`src/rtl/zbuf_fill_arbiter_pkg.sv`:
```
// Shared types for the z-buffer fill arbiter: FSM states, grant index, age width.
package zbuf_arb_pkg;

    localparam int AGE_W = 4;

    typedef enum logic [1:0] {
        IDLE = 2'd0,
        REQ  = 2'd1,
        SEND = 2'd2
    } state_t;

    typedef logic [1:0]       grant_idx_t;
    typedef logic [AGE_W-1:0] age_t;

endpackage

```
`src/rtl/zbuf_fill_arbiter_if.sv`:
```
// FIFO-side and z-buffer-side signals of the fill arbiter.
// master: the arbiter. slave: the FIFOs / z-buffer environment.
interface zbuf_fill_arbiter_if #(
    parameter int MEM_LENGTH  = 8,
    parameter int PIXEL_WIDTH = 16
);
    logic [MEM_LENGTH-1:0]  fill_1, fill_2, fill_3, fill_4;
    logic [PIXEL_WIDTH-1:0] pix_in_1, pix_in_2, pix_in_3, pix_in_4;
    logic                   ack_1, ack_2, ack_3, ack_4;
    logic                   req_1, req_2, req_3, req_4;
    logic                   rdy_z_buffer;
    logic                   send_z_buffer;
    logic [PIXEL_WIDTH-1:0] pix_out;
    logic [1:0]             grant_id;

    modport master (
        input  fill_1, fill_2, fill_3, fill_4,
        input  pix_in_1, pix_in_2, pix_in_3, pix_in_4,
        input  ack_1, ack_2, ack_3, ack_4,
        input  rdy_z_buffer,
        output req_1, req_2, req_3, req_4,
        output send_z_buffer, pix_out, grant_id
    );

    modport slave (
        output fill_1, fill_2, fill_3, fill_4,
        output pix_in_1, pix_in_2, pix_in_3, pix_in_4,
        output ack_1, ack_2, ack_3, ack_4,
        output rdy_z_buffer,
        input  req_1, req_2, req_3, req_4,
        input  send_z_buffer, pix_out, grant_id
    );
endinterface

```
`src/rtl/zbuf_fill_arbiter_select.sv`:
```
// Combinational winner selection: largest fill wins, ties go to the first
// candidate in round-robin order starting after the last grant. When USE_AGE
// is set, any eligible FIFO whose age reached STARVE_LIMIT pre-empts the fill
// ranking, starved FIFOs being taken in plain round-robin order.
module zbuf_arb_select
    import zbuf_arb_pkg::*;
#(
    parameter int MEM_LENGTH   = 8,
    parameter int STARVE_LIMIT = 15,
    parameter bit USE_AGE      = 1'b0
) (
    input  logic [MEM_LENGTH-1:0] fills [4],
    input  age_t                  ages  [4],
    input  grant_idx_t            rr_last,
    output grant_idx_t            winner,
    output logic                  valid
);
    localparam age_t LIMIT = age_t'(STARVE_LIMIT);

    grant_idx_t            rr_start;
    grant_idx_t            idx;
    grant_idx_t            starved_idx;
    logic                  starved;
    logic [MEM_LENGTH-1:0] best;

    // Scan the four FIFOs in round-robin order; strict '>' keeps the earliest tie.
    always_comb begin
        rr_start    = rr_last + 2'd1;
        idx         = rr_start;
        winner      = rr_start;
        valid       = 1'b0;
        best        = '0;
        starved     = 1'b0;
        starved_idx = rr_start;
        for (int k = 0; k < 4; k++) begin
            idx = rr_start + grant_idx_t'(k);
            if (fills[idx] != '0) begin
                if (!valid || fills[idx] > best) begin
                    valid  = 1'b1;
                    best   = fills[idx];
                    winner = idx;
                end
                if (USE_AGE && !starved && ages[idx] >= LIMIT) begin
                    starved     = 1'b1;
                    starved_idx = idx;
                end
            end
        end
        if (starved) begin
            winner = starved_idx;
        end
    end

endmodule

```
`src/rtl/zbuf_fill_arbiter.sv`:
```
// Four-FIFO to z-buffer fill arbiter. IDLE picks a winner, REQ pops one pixel
// from the granted FIFO, SEND holds it until the z-buffer takes it.
// Optional anti-starvation ageing is enabled by defining ZBUF_ARB_STARVE_EN.
//
// state | meaning
// IDLE  | no transfer; grant the best non-empty FIFO if any
// REQ   | req to granted FIFO, waiting for its ack (fills ignored)
// SEND  | pixel presented to z-buffer, waiting for rdy_z_buffer
module zbuf_fill_arbiter
    import zbuf_arb_pkg::*;
#(
    parameter int MEM_LENGTH   = 8,
    parameter int PIXEL_WIDTH  = 16,
    parameter int STARVE_LIMIT = 15
) (
    input logic                clk,
    input logic                reset,
    zbuf_fill_arbiter_if.master bus
);
`ifdef ZBUF_ARB_STARVE_EN
    localparam bit   USE_AGE   = 1'b1;
    localparam age_t LIMIT_AGE = age_t'(STARVE_LIMIT);
`else
    localparam bit   USE_AGE   = 1'b0;
`endif

    logic [MEM_LENGTH-1:0]  fills  [4];
    logic [PIXEL_WIDTH-1:0] pix_in [4];
    logic [3:0]             ack_v;
    age_t                   ages   [4];

    state_t                 state;
    grant_idx_t             grant;
    logic [3:0]             req_q;
    logic                   send_q;
    logic [PIXEL_WIDTH-1:0] pix_q;

    grant_idx_t             sel_win;
    logic                   sel_valid;

    assign fills[0]  = bus.fill_1;
    assign fills[1]  = bus.fill_2;
    assign fills[2]  = bus.fill_3;
    assign fills[3]  = bus.fill_4;
    assign pix_in[0] = bus.pix_in_1;
    assign pix_in[1] = bus.pix_in_2;
    assign pix_in[2] = bus.pix_in_3;
    assign pix_in[3] = bus.pix_in_4;
    assign ack_v     = {bus.ack_4, bus.ack_3, bus.ack_2, bus.ack_1};

`ifdef ZBUF_ARB_STARVE_EN
    age_t age_q [4];
    assign ages = age_q;
`else
    assign ages[0] = '0;
    assign ages[1] = '0;
    assign ages[2] = '0;
    assign ages[3] = '0;
`endif

    zbuf_arb_select #(
        .MEM_LENGTH  (MEM_LENGTH),
        .STARVE_LIMIT(STARVE_LIMIT),
        .USE_AGE     (USE_AGE)
    ) u_select (
        .fills  (fills),
        .ages   (ages),
        .rr_last(grant),
        .winner (sel_win),
        .valid  (sel_valid)
    );

    // Arbiter FSM; every output is a register so the FIFOs and z-buffer see clean levels.
    always_ff @(posedge clk or negedge reset) begin
        if (!reset) begin
            state  <= IDLE;
            grant  <= 2'd3;
            req_q  <= '0;
            send_q <= 1'b0;
            pix_q  <= '0;
`ifdef ZBUF_ARB_STARVE_EN
            for (int i = 0; i < 4; i++) begin
                age_q[i] <= '0;
            end
`endif
        end else begin
            case (state)
                IDLE: begin
                    if (sel_valid) begin
                        grant <= sel_win;
                        req_q <= 4'(1) << sel_win;
                        state <= REQ;
`ifdef ZBUF_ARB_STARVE_EN
                        for (int i = 0; i < 4; i++) begin
                            if (grant_idx_t'(i) == sel_win) begin
                                age_q[i] <= '0;
                            end else if (fills[i] != '0 && age_q[i] < LIMIT_AGE) begin
                                age_q[i] <= age_q[i] + age_t'(1);
                            end
                        end
`endif
                    end
                end
                REQ: begin
                    if (ack_v[grant]) begin
                        pix_q  <= pix_in[grant];
                        req_q  <= '0;
                        send_q <= 1'b1;
                        state  <= SEND;
                    end
                end
                SEND: begin
                    if (bus.rdy_z_buffer) begin
                        send_q <= 1'b0;
                        state  <= IDLE;
                    end
                end
                default: begin
                    req_q  <= '0;
                    send_q <= 1'b0;
                    state  <= IDLE;
                end
            endcase
        end
    end

    assign bus.req_1         = req_q[0];
    assign bus.req_2         = req_q[1];
    assign bus.req_3         = req_q[2];
    assign bus.req_4         = req_q[3];
    assign bus.send_z_buffer = send_q;
    assign bus.pix_out       = pix_q;
    assign bus.grant_id      = grant;

endmodule

```
`src/flat_wrapper.sv`:
```
// flat-port wrapper written by rule: the top's interface ports become plain ports
module zbuf_fill_arbiter_flat import zbuf_arb_pkg::*;
#(
    parameter int MEM_LENGTH   = 8,
    parameter int PIXEL_WIDTH  = 16,
    parameter int STARVE_LIMIT = 15
)
  (clk, reset, bus_fill_1, bus_fill_2, bus_fill_3, bus_fill_4, bus_pix_in_1, bus_pix_in_2, bus_pix_in_3, bus_pix_in_4, bus_ack_1, bus_ack_2, bus_ack_3, bus_ack_4, bus_rdy_z_buffer, bus_req_1, bus_req_2, bus_req_3, bus_req_4, bus_send_z_buffer, bus_pix_out, bus_grant_id);
  zbuf_fill_arbiter_if #(.MEM_LENGTH(MEM_LENGTH), .PIXEL_WIDTH(PIXEL_WIDTH)) bus_i ();
  input logic clk;
  input logic reset;
  input wire logic [$bits(bus_i.fill_1)-1:0] bus_fill_1;
  input wire logic [$bits(bus_i.fill_2)-1:0] bus_fill_2;
  input wire logic [$bits(bus_i.fill_3)-1:0] bus_fill_3;
  input wire logic [$bits(bus_i.fill_4)-1:0] bus_fill_4;
  input wire logic [$bits(bus_i.pix_in_1)-1:0] bus_pix_in_1;
  input wire logic [$bits(bus_i.pix_in_2)-1:0] bus_pix_in_2;
  input wire logic [$bits(bus_i.pix_in_3)-1:0] bus_pix_in_3;
  input wire logic [$bits(bus_i.pix_in_4)-1:0] bus_pix_in_4;
  input wire logic [$bits(bus_i.ack_1)-1:0] bus_ack_1;
  input wire logic [$bits(bus_i.ack_2)-1:0] bus_ack_2;
  input wire logic [$bits(bus_i.ack_3)-1:0] bus_ack_3;
  input wire logic [$bits(bus_i.ack_4)-1:0] bus_ack_4;
  input wire logic [$bits(bus_i.rdy_z_buffer)-1:0] bus_rdy_z_buffer;
  output wire logic [$bits(bus_i.req_1)-1:0] bus_req_1;
  output wire logic [$bits(bus_i.req_2)-1:0] bus_req_2;
  output wire logic [$bits(bus_i.req_3)-1:0] bus_req_3;
  output wire logic [$bits(bus_i.req_4)-1:0] bus_req_4;
  output wire logic [$bits(bus_i.send_z_buffer)-1:0] bus_send_z_buffer;
  output wire logic [$bits(bus_i.pix_out)-1:0] bus_pix_out;
  output wire logic [$bits(bus_i.grant_id)-1:0] bus_grant_id;
  assign bus_i.fill_1 = bus_fill_1;
  assign bus_i.fill_2 = bus_fill_2;
  assign bus_i.fill_3 = bus_fill_3;
  assign bus_i.fill_4 = bus_fill_4;
  assign bus_i.pix_in_1 = bus_pix_in_1;
  assign bus_i.pix_in_2 = bus_pix_in_2;
  assign bus_i.pix_in_3 = bus_pix_in_3;
  assign bus_i.pix_in_4 = bus_pix_in_4;
  assign bus_i.ack_1 = bus_ack_1;
  assign bus_i.ack_2 = bus_ack_2;
  assign bus_i.ack_3 = bus_ack_3;
  assign bus_i.ack_4 = bus_ack_4;
  assign bus_i.rdy_z_buffer = bus_rdy_z_buffer;
  assign bus_req_1 = bus_i.req_1;
  assign bus_req_2 = bus_i.req_2;
  assign bus_req_3 = bus_i.req_3;
  assign bus_req_4 = bus_i.req_4;
  assign bus_send_z_buffer = bus_i.send_z_buffer;
  assign bus_pix_out = bus_i.pix_out;
  assign bus_grant_id = bus_i.grant_id;
  zbuf_fill_arbiter #(.MEM_LENGTH(MEM_LENGTH), .PIXEL_WIDTH(PIXEL_WIDTH), .STARVE_LIMIT(STARVE_LIMIT)) u_core (.clk(clk), .reset(reset), .bus(bus_i));
endmodule
```
`config.mk`:
```
export PLATFORM = sky130hd
export DESIGN_NAME = zbuf_fill_arbiter_flat
export DESIGN_NICKNAME = d
export VERILOG_FILES = /design/src/rtl/zbuf_fill_arbiter_pkg.sv /design/src/rtl/zbuf_fill_arbiter_if.sv /design/src/rtl/zbuf_fill_arbiter_select.sv /design/src/rtl/zbuf_fill_arbiter.sv /design/src/flat_wrapper.sv
export SDC_FILE = /design/constraint.sdc
export NUM_CORES = 1
export LEC_CHECK = 0
export BUFFER_PORTS_ARGS = -buffer_cell sky130_fd_sc_hd__clkbuf_2
export CORE_MARGIN = 8
export CORE_UTILIZATION = 25
export DETAILED_ROUTE_END_ITERATION = 10
export HOLD_SLACK_MARGIN = 0.12
export SKIP_CTS_REPAIR_TIMING = 1
export SYNTH_ARGS = -nofsm -noshare
export SYNTH_HDL_FRONTEND = slang
export SYNTH_SLANG_ARGS = --single-unit
```
`constraint.sdc`:
```
create_clock -name clk -period 5.8 [get_ports clk]
set_clock_uncertainty 0.15 [all_clocks]
set_input_delay 0.29 -clock clk [delete_from_list [all_inputs] [get_ports clk]]
set_output_delay 0.29 -clock clk [all_outputs]
set_load 0.01 [all_outputs]
```
* Word-level counts from Yosys, hierarchy flattened
Cells that the tools add are included. Widths: inputs -> output; s select.
Word-level totals: register bits 25, output and inout bits 23, word-level logic and storage cells 92
Operators by class: add/sub/neg operators 4, magnitude comparators 9, eq/ne operators 5, shift-type cells 1, multiplexer cells 45, bitwise logic cells 7, reductions and logical operators 16
Operators with widths (count):
- $mux 8 | 13
- $bmux 8 s2 | 4
- $bmux 16 s2 | 1
- $mux 16 | 2
- $reduce_bool 8->1 | 4
- $gt 8x8->1 | 3
- $mux 2 | 9
- $ge 3x3->1 const B | 5
- $not 2->3 | 5
- $pmux 4 s3 | 1
- $mux 1 | 10
- $reduce_and 3->1 | 3
- $mux 4 | 2
- $pmux 2 s3 | 1
- $add 2x1->2 const B | 2
- $add 2x2->2 const B | 2
- $ne 2x1->1 const B | 2
- $reduce_and 2->1 | 2
- $shl 1x2->4 const A | 1
- $logic_not 1->1 | 3
- $logic_or 1x1->1 | 3
- $lt 2x3->1 const B | 1
- $pmux 1 s3 | 1
- $bmux 1 s2 | 1
- other kinds (5) | 6

* Depth between registers and ports, before layout
Gate-level depths: netlist of run 1.
depth after elaboration 22, mapped depth 29, gate-level depth less buffers 25

* Modules after synthesis
Synthesis of run 1 repeated with hierarchy kept, for this count alone.
Unflattened totals: cells, all modules 266, area, all modules 3270.6 um2
Modules (own cells, without submodules):
- zbuf_arb_select | times used 1, cells each 168, area an instance 1801.7 um2, seq. area each 0.0 um2
- zbuf_fill_arbiter | times used 1, cells each 98, area an instance 1468.9 um2, seq. area each 628.1 um2

* Worst setup path before layout of run 1
No wires, ideal clock.
path type register to register, from register u_core.grant[1], in the netlist u_core.bus.grant_id[1], to register u_core.grant[1], in the netlist u_core.bus.grant_id[1], library setup time 0.075 ns, data arrival time 5.561 ns, path slack 0.014 ns, stages on the path, launching flop included 29, clock period less this slack 5.786 ns, cell sequence dfstp_2 -> buf_6 -> buf_2 -> buf_2 -> mux4_2 -> ha_1 -> nor2b_1 -> o211ai_1 -> a21oi_1 -> o22ai_1 -> a21oi_2 -> buf_6 -> mux2i_1 -> ha_1 -> nor2b_1 -> o21a_1 -> o21ai_0 -> a21o_1 -> a21oi_2 -> nor2b_1 -> a21o_1 -> ha_1 -> and3_1 -> a221o_1 -> o211ai_1 -> o221a_4 -> inv_2 -> a211oi_2 -> xnor2_1
On the way: longest elaborated chain between the ends 20
Ends and longest elaborated chain:
- start: declaration | RTL line zbuf_fill_arbiter.sv:33 | grant_idx_t grant;
- start signal: assignment | RTL line zbuf_fill_arbiter.sv:90 | grant <= sel_win;
- $add 2x1->2 (*) | RTL line zbuf_fill_arbiter_select.sv:28 | rr_start = rr_last + 2'd1;
- $not 2->3 (implied by the code) | RTL line zbuf_fill_arbiter_select.sv:37, zbuf_fill_arbiter_select.sv:40
- $bmux 8 s2 | RTL line zbuf_fill_arbiter_select.sv:37, zbuf_fill_arbiter_select.sv:40
- $mux 8 (implied by the code) (2 in series) | RTL line zbuf_fill_arbiter_select.sv:37, zbuf_fill_arbiter_select.sv:40
- $reduce_bool 8->1 | RTL line zbuf_fill_arbiter_select.sv:37 | if (fills[idx] != '0) begin
- $mux 8 / $mux 1 (equally long branches) | RTL line zbuf_fill_arbiter_select.sv:37
- $gt 8x8->1 / $logic_not 1->1 (equally long branches) | RTL line zbuf_fill_arbiter_select.sv:38 | if (!valid || fills[idx] > best) begin
- $logic_or 1x1->1 | RTL line zbuf_fill_arbiter_select.sv:38
- [... 3 more ...]
- $logic_or 1x1->1 | RTL line zbuf_fill_arbiter_select.sv:38
- $mux 8 / $mux 1 (equally long branches) | RTL line zbuf_fill_arbiter_select.sv:38
- $mux 8 / $mux 1 (equally long branches) | RTL line zbuf_fill_arbiter_select.sv:37
- $gt 8x8->1 / $logic_not 1->1 (equally long branches) | RTL line zbuf_fill_arbiter_select.sv:38
- $logic_or 1x1->1 | RTL line zbuf_fill_arbiter_select.sv:38
- $mux 1 | RTL line zbuf_fill_arbiter_select.sv:38
- $mux 1 | RTL line zbuf_fill_arbiter_select.sv:37
- $reduce_and 2->1 (no line)
Every way passes the cells marked *; elsewhere a longest branch is shown, timed or not. The select of a mux whose other input is x is not followed. A chain may end at the register's enable or synchronous reset.

* Final worst setup path of run 1
from register u_core.grant[0], in the netlist u_core.bus.grant_id[0], to register u_core.req_q[1]
On the way: longest elaborated chain between the ends 22
Ends and longest elaborated chain:
- $add 2x1->2 | RTL line zbuf_fill_arbiter_select.sv:28
- $not 2->3 (implied by the code) | RTL line zbuf_fill_arbiter_select.sv:37, zbuf_fill_arbiter_select.sv:40
- $bmux 8 s2 | RTL line zbuf_fill_arbiter_select.sv:37, zbuf_fill_arbiter_select.sv:40
- $mux 8 (implied by the code) (2 in series) | RTL line zbuf_fill_arbiter_select.sv:37, zbuf_fill_arbiter_select.sv:40
- $reduce_bool 8->1 | RTL line zbuf_fill_arbiter_select.sv:37
- $mux 8 / $mux 1 (equally long branches) | RTL line zbuf_fill_arbiter_select.sv:37
- $gt 8x8->1 / $logic_not 1->1 (equally long branches) | RTL line zbuf_fill_arbiter_select.sv:38
- $logic_or 1x1->1 | RTL line zbuf_fill_arbiter_select.sv:38
- [... 5 more ...]
- $mux 8 / $mux 1 (equally long branches) | RTL line zbuf_fill_arbiter_select.sv:37
- $gt 8x8->1 / $logic_not 1->1 (equally long branches) | RTL line zbuf_fill_arbiter_select.sv:38
- $logic_or 1x1->1 | RTL line zbuf_fill_arbiter_select.sv:38
- $mux 2 | RTL line zbuf_fill_arbiter_select.sv:38
- $mux 2 | RTL line zbuf_fill_arbiter_select.sv:37
- $shl 1x2->4 | RTL line zbuf_fill_arbiter.sv:91 | req_q <= 4'(1) << sel_win;
- $mux 4 | RTL line zbuf_fill_arbiter.sv:89 | if (sel_valid) begin
- $pmux 4 s3 | RTL line zbuf_fill_arbiter.sv:87 | case (state)
- end signal: assignment | RTL line zbuf_fill_arbiter.sv:91
- end: declaration | RTL line zbuf_fill_arbiter.sv:34 | logic [3:0] req_q;
Parallel ways exist; a longest one is shown, timed or not. The select of a mux whose other input is x is not followed.

==> metrics.txt, run 1 <==
status=finished, violations left; failing checks=setup timing; warnings from Yosys=0; starting density of the core=approximately 25%; syn_area_per_cell=approximately 12 um^2; CP bufs+invs=2; Layout area overhead=48.20%; Antenna Violating Nets Remaining=0; GRT Total Usage=around an eighth; vias in the first global route=3328; first drt pass iteration count=6; worst-path fanout max=7; Routed WL=around 11000 um; max_cap viols=0; RSZ-0062 raised after global routing=true; die footprint=between 0.015 and 0.02 mm^2; GR Overflow Total=0; 1st-iter DRT viols=109; cell taking the most area after synthesis=mux4_2; max-slew violations=0; crit path DAT=6140 ps; most frequent cells in the layout=clkbuf_2, buf_4, mux4_2, dfrtp_1, mux2_2; sequential element share of the synthesized area=19.04%; slew margin rel.=about 47%; Worst Path Required=about 5800 ps; CP Launch Type=register; Top Family by Delay on Critical Path=compound AO/OA/AOI/OAI gates; vias post-DR=3244; Final #Nets=between 500 and 600; Die H=130.9 um; largest net degree at the start of global routing=29; layout cells sized above 1=between 60% and 70%; Synth Flop Type=dfrtp_1; Via density=around 5.2; core area=between 0.01 and 0.015 mm^2; CTS buffer count=3; max frequency=between 0.15 and 0.2 GHz; Final GP Congestion=slightly below 0.9; commonest non-fill, non-tap cell in the layout=clkbuf_2; slowest stage delay, CP=between 600 and 700 ps; cell area after placement=0.004449 mm^2; Layout Utilization=37.37%; CTS H-tree lvls=1; CP Class=reg2reg; Synth Net Count=402; Syn Std Cell Area=~0.0033 mm^2; Non-Filler Instances=about 630; Slew @ Worst Pin=~800 ps; latest clock arrival within the worst-skew pair=roughly 260 ps; Sink Count=25; Worst Hold Class=in2reg; Final Cycle Share=106.4%; Syn Inst Count=275; # diodes=0; Setup TNS Final=-1947 ps; Setup-failing EPs final=6; min Tclk post-route=a little over 6000 ps; CTS tree=built; flops & latches, synth=25; Clock Path Buffers=2; antenna violations before repair=0; final setup margin=-372.4 ps; clock transition at the registers of the reported paths=~70 ps; HPWL Detailed=9329 um; DIE WIDTH=130.9 um; DR WL/cell=around 18 um; Slowest-stage cell, CP=dfstp_4; Root Driver=clkbuf_16; Final Cell Area=just under 0.005 mm^2; top-area cell type share of the netlist area=between 30% and 40%; number of top-level pins=126; post-synth cell types=between 50 and 60; placed cells=between 600 and 700; number of remaining DRC errors=0; CP Capture Type=register; Rows=42; IO Port Bufs=125; Async S/R FF share, synth=100.0%; first-pass GRT wire length=about 17000 um; Hold Vio Cnt, Final=0; Area contributors post-synth=mux4_2, dfrtp_1, ha_1; Post-synth EDFFs=0
-- cell usage after synthesis (2+ instances only) --
master and number:
and3_1 2, nor4_2 5, dfrtp_1 23, mux2i_1 8, a21o_1 7, o21ai_0 10
buf_1 2, ha_1 24, and2_1 2, nor2b_1 9, nand3_1 2, dfstp_2 2
o21a_1 3, nor2_1 10, nand2b_1 2, nand4_1 5, o211ai_1 6, buf_4 2
nor3_1 3, or4_4 2, mux4_2 48, clkbuf_1 4, buf_6 4, a211oi_1 5
nor4_1 3, inv_1 13, a31oi_1 3, a21oi_1 9, buf_2 3, a21oi_2 2
nand2_1 14, mux2_2 17
-- routing by layer --
layer | part of all wire [%] | vias up | GRT usage, %
li1 | - | 1494 | -
met1 | 43 | 1569 | 15.27
met2 | 44 | 160 | 19.79
met3 | 11 | 21 | 2.800
met4 | 2.1 | 0 | 3.444
met5 | 0 | - | 0
-- stage by stage --
stage / worst slack (ps) / hold WS, ps
final: -372.4 / 153.6
after global routing: -611.2 / 175.2
after CTS: -479.5 / -83.71
after detailed placement: -447.0 / 191.4
after global placement: -203.4 / 193.5
after floorplan: 13.65 / -155.6
-- path summary, 6_finish.rpt --
| kind | startpoint | endpoint | slack, ps | cells past startpoint |
|---|---|---|---|---|
| worst max-delay path | u_core.bus.grant_id[0] | u_core.req_q[1] | -370 | 25 |
| worst min-delay path | bus_rdy_z_buffer | u_core.state[1] | 150 | 3 |
| worst max register to register | u_core.bus.grant_id[0] | u_core.req_q[1] | -370 | 25 |
| worst min register to register | u_core.bus.pix_out[10] | u_core.bus.pix_out[10] | 360 | 1 |
| max in group asynchronous | reset | u_core.bus.pix_out[4] | 4660 | 2 |
| min in group asynchronous | reset | u_core.bus.pix_out[6] | 440 | 2 |
-- worst min-delay path, delay by kind of cell --
family	cells	cell delay [ps]
simple gates	1	90
buf+inv	1	80
compound gates	1	60
-- cell families (layout without fill, tap and decap cells) --
logic type      after synthesis  in the layout  share of synthesized area (%)
buf+inv                      30            208                          5.157
mux                          75             75                          42.25
flops                        25             25                          19.04
fa+ha+maj                    24             24                          9.101
xor+xnor                      2              2                         0.5310
simple gates                 64             64                          12.13
compound gates               55             55                          11.79
-- state kept, by name (all words and copies together), names as in the netlist --
name                      flops
u_core.bus.grant_id           2
u_core.bus.pix_out           16
u_core.bus.send_z_buffer      1
u_core.req_q                  4
u_core.state                  2
-- area by class of cell --
| class | count | area (um^2) |
|---|---|---|
| fillers | 1292 | 8195 |
| multi-input cells | 220 | 2751 |
| repair buffers | 190 | 1151 |
| flip-flops and latches | 25 | 631.9 |
| well taps | 176 | 220.2 |
| clock buffers | 3 | 75.07 |
| inverters | 14 | 52.55 |
| clock inverters | 1 | 7.507 |
Power of run 1 is not shown: default switching activity piles up to over one toggle a cycle in this logic, so the estimate is an artifact.
==> run 2: changes to the inputs <==
==> constraint.sdc (replaced) <==
create_clock -name clk -period 5.8 [get_ports clk]
set_clock_uncertainty 0.15 [all_clocks]
set_input_delay 0 -clock clk [delete_from_list [all_inputs] [get_ports clk]]
set_output_delay 0 -clock clk [all_outputs]
set_load 0.01 [all_outputs]
==> run 2 against run 1 <==
  * The flow still finishes with violations (setup timing)
  * Global-route usage unchanged
  * Worst setup slack improved by 18 ps
  * Register-to-register slack better by 20 ps
  * Die area is the same
  * Worst hold slack got worse by 6.0 ps
  * Non-clock buffer count rose by 33
  * Wire length up 4.5%
  * Cell area up 6.8%
  * Sequential cell count unchanged
  * Core utilization increased by 2.5 points
  * Critical endpoint unchanged
  * Largest cell class unchanged
==> metrics.txt, run 2 (same netlist as run 1, synthesis figures left out) <==
status=finished, violations left; failing checks=setup timing; CP Launch Type=register; first drt pass iteration count=4; CTS buffer count=3; latest clock arrival within the worst-skew pair=260 ps; # diodes=0; slew margin rel.=47.05%; Via density=between 5 and 6; GRT Total Usage=11.98%; Worst Hold Class=in2async; Routed WL=between 10000 and 15000 um; number of top-level pins=roughly 130; 1st-iter DRT viols=around 140; commonest non-fill, non-tap cell in the layout=clkbuf_2; reg-to-reg startpoint=u_core.bus.grant_id[0]; CP Capture Type=register; RSZ-0062 raised after global routing=true; Hold Vio Cnt, Final=0; final setup margin=-354.1 ps; Layout Utilization=between 30% and 40%; HPWL Detailed=approximately 9300 um; Root Driver=clkbuf_16; crit path DAT=a little over 6000 ps; Setup-failing EPs final=6; vias in the first global route=approximately 3300; Worst R2R End=u_core.req_q[1]; GR Overflow Total=0; max_cap viols=0; starting density of the core=between 20 and 30%; Die H=about 130 um; max reg flops=16; cell area after placement=between 0.004 and 0.005 mm^2; met3 WL post-DR=around 1300 um; antenna violations before repair=0; DIE WIDTH=around 130 um; WL met1=between 5000 and 6000 um; worst r2r path cells=25; placed cells=a little over 600; number of remaining DRC errors=0; vias post-DR=3367; Filler Cells Inserted=1234; Clock Path Buffers=2; Antenna Violating Nets Remaining=0; CP Class=reg2reg; top sig layer=met4; worst-path fanout max=7; max frequency=roughly 0.16 GHz; first-pass GRT wire length=between 15000 and 20000 um; max-slew violations=0; IO Port Bufs=between 100 and 150; DR WL/cell=17.79 um; die footprint=around 0.017 mm^2; reg2reg setup slack=-350 ps; Worst Path Required=around 5800 ps; CTS H-tree lvls=1; Slew @ Worst Pin=around 790 ps; most frequent cells in the layout=clkbuf_2, buf_4, mux4_2, dlygate4sd3_1, dfrtp_1; Sink Count=25; Final Cycle Share=106.1%; Final GP Congestion=0.8716; Rows=42; Non-Filler Instances=about 660; CTS tree=built; min Tclk post-route=6154 ps; metal2 WL=between 5000 and 6000 um; layout cells sized above 1=between 60 and 70%; Layout area overhead=58.21%; core area=roughly 0.013 mm^2; largest net degree at the start of global routing=29; Final #Nets=614; clock transition at the registers of the reported paths=70 ps; Final Cell Area=approximately 0.0052 mm^2
-- run 2: worst max path at each step --
stage,from,end,slack [ps],depth (start not counted)
3_5_place_dp,u_core.bus.grant_id[0],u_core.req_q[0],-450,27
5_1_grt,u_core.bus.grant_id[0],u_core.req_q[1],-600,27
3_3_place_gp,u_core.bus.grant_id[0],u_core.req_q[0],-200,27
4_1_cts,u_core.bus.grant_id[0],u_core.req_q[0],-480,26
6_report,u_core.bus.grant_id[0],u_core.req_q[1],-350,25
2_1_floorplan,u_core.bus.grant_id[1],u_core.bus.grant_id[1],10,28
-- run 2: layout make-up --
class / count / area, um^2 / share of cell area (%)
clock inverter: 1 / 7.507 / 0.1438
clock buffer: 3 / 75.07 / 1.438
inverter: 14 / 52.55 / 1.007
multi-input combinational: 220 / 2751 / 52.71
timing repair buffer: 223 / 1481 / 28.38
sequential: 25 / 631.9 / 12.10
tap: 176 / 220.2 / 4.219
-- run 2: worst max-delay path, stage by stage, from the launching register on --
cell      delay, ps
dfstp_4         690
buf_8           160
mux4_2          570
ha_4            290
nand4_1         160
a21oi_2         190
o22ai_2         120
a21oi_2         260
buf_6           200
mux2i_4         280
ha_4            240
a21oi_2         140
o21ai_2          80
mux2i_1         200
a21o_1          210
a21oi_4          90
nor2b_2         170
a21o_1          190
ha_4            220
and3_4          160
a221o_1         310
o211ai_1        290
o21a_2          250
nor2_2           60
a32oi_2         200
o311ai_2        130
-- run 2: layer usage --
metal / vias to the layer above / GRT usage (%)
li1: 1554 / -
met1: 1623 / 15.27
met2: 165 / 19.79
met3: 25 / 2.800
met4: 0 / 3.444
met5: - / 0
-- run 2: per-stage QoR --
step	hold WS [ps]	setup WS (ps)	setup TNS, ps
after floorplan	-445.6	13.65	0
after global placement	-96.53	-203.4	-1020
after detailed placement	-98.58	-447.0	-2371
after CTS	-373.7	-479.5	-2542
after global routing	185.0	-596.9	-3365
final	147.6	-354.1	-1821
Power of run 2 is left out for the same reason.
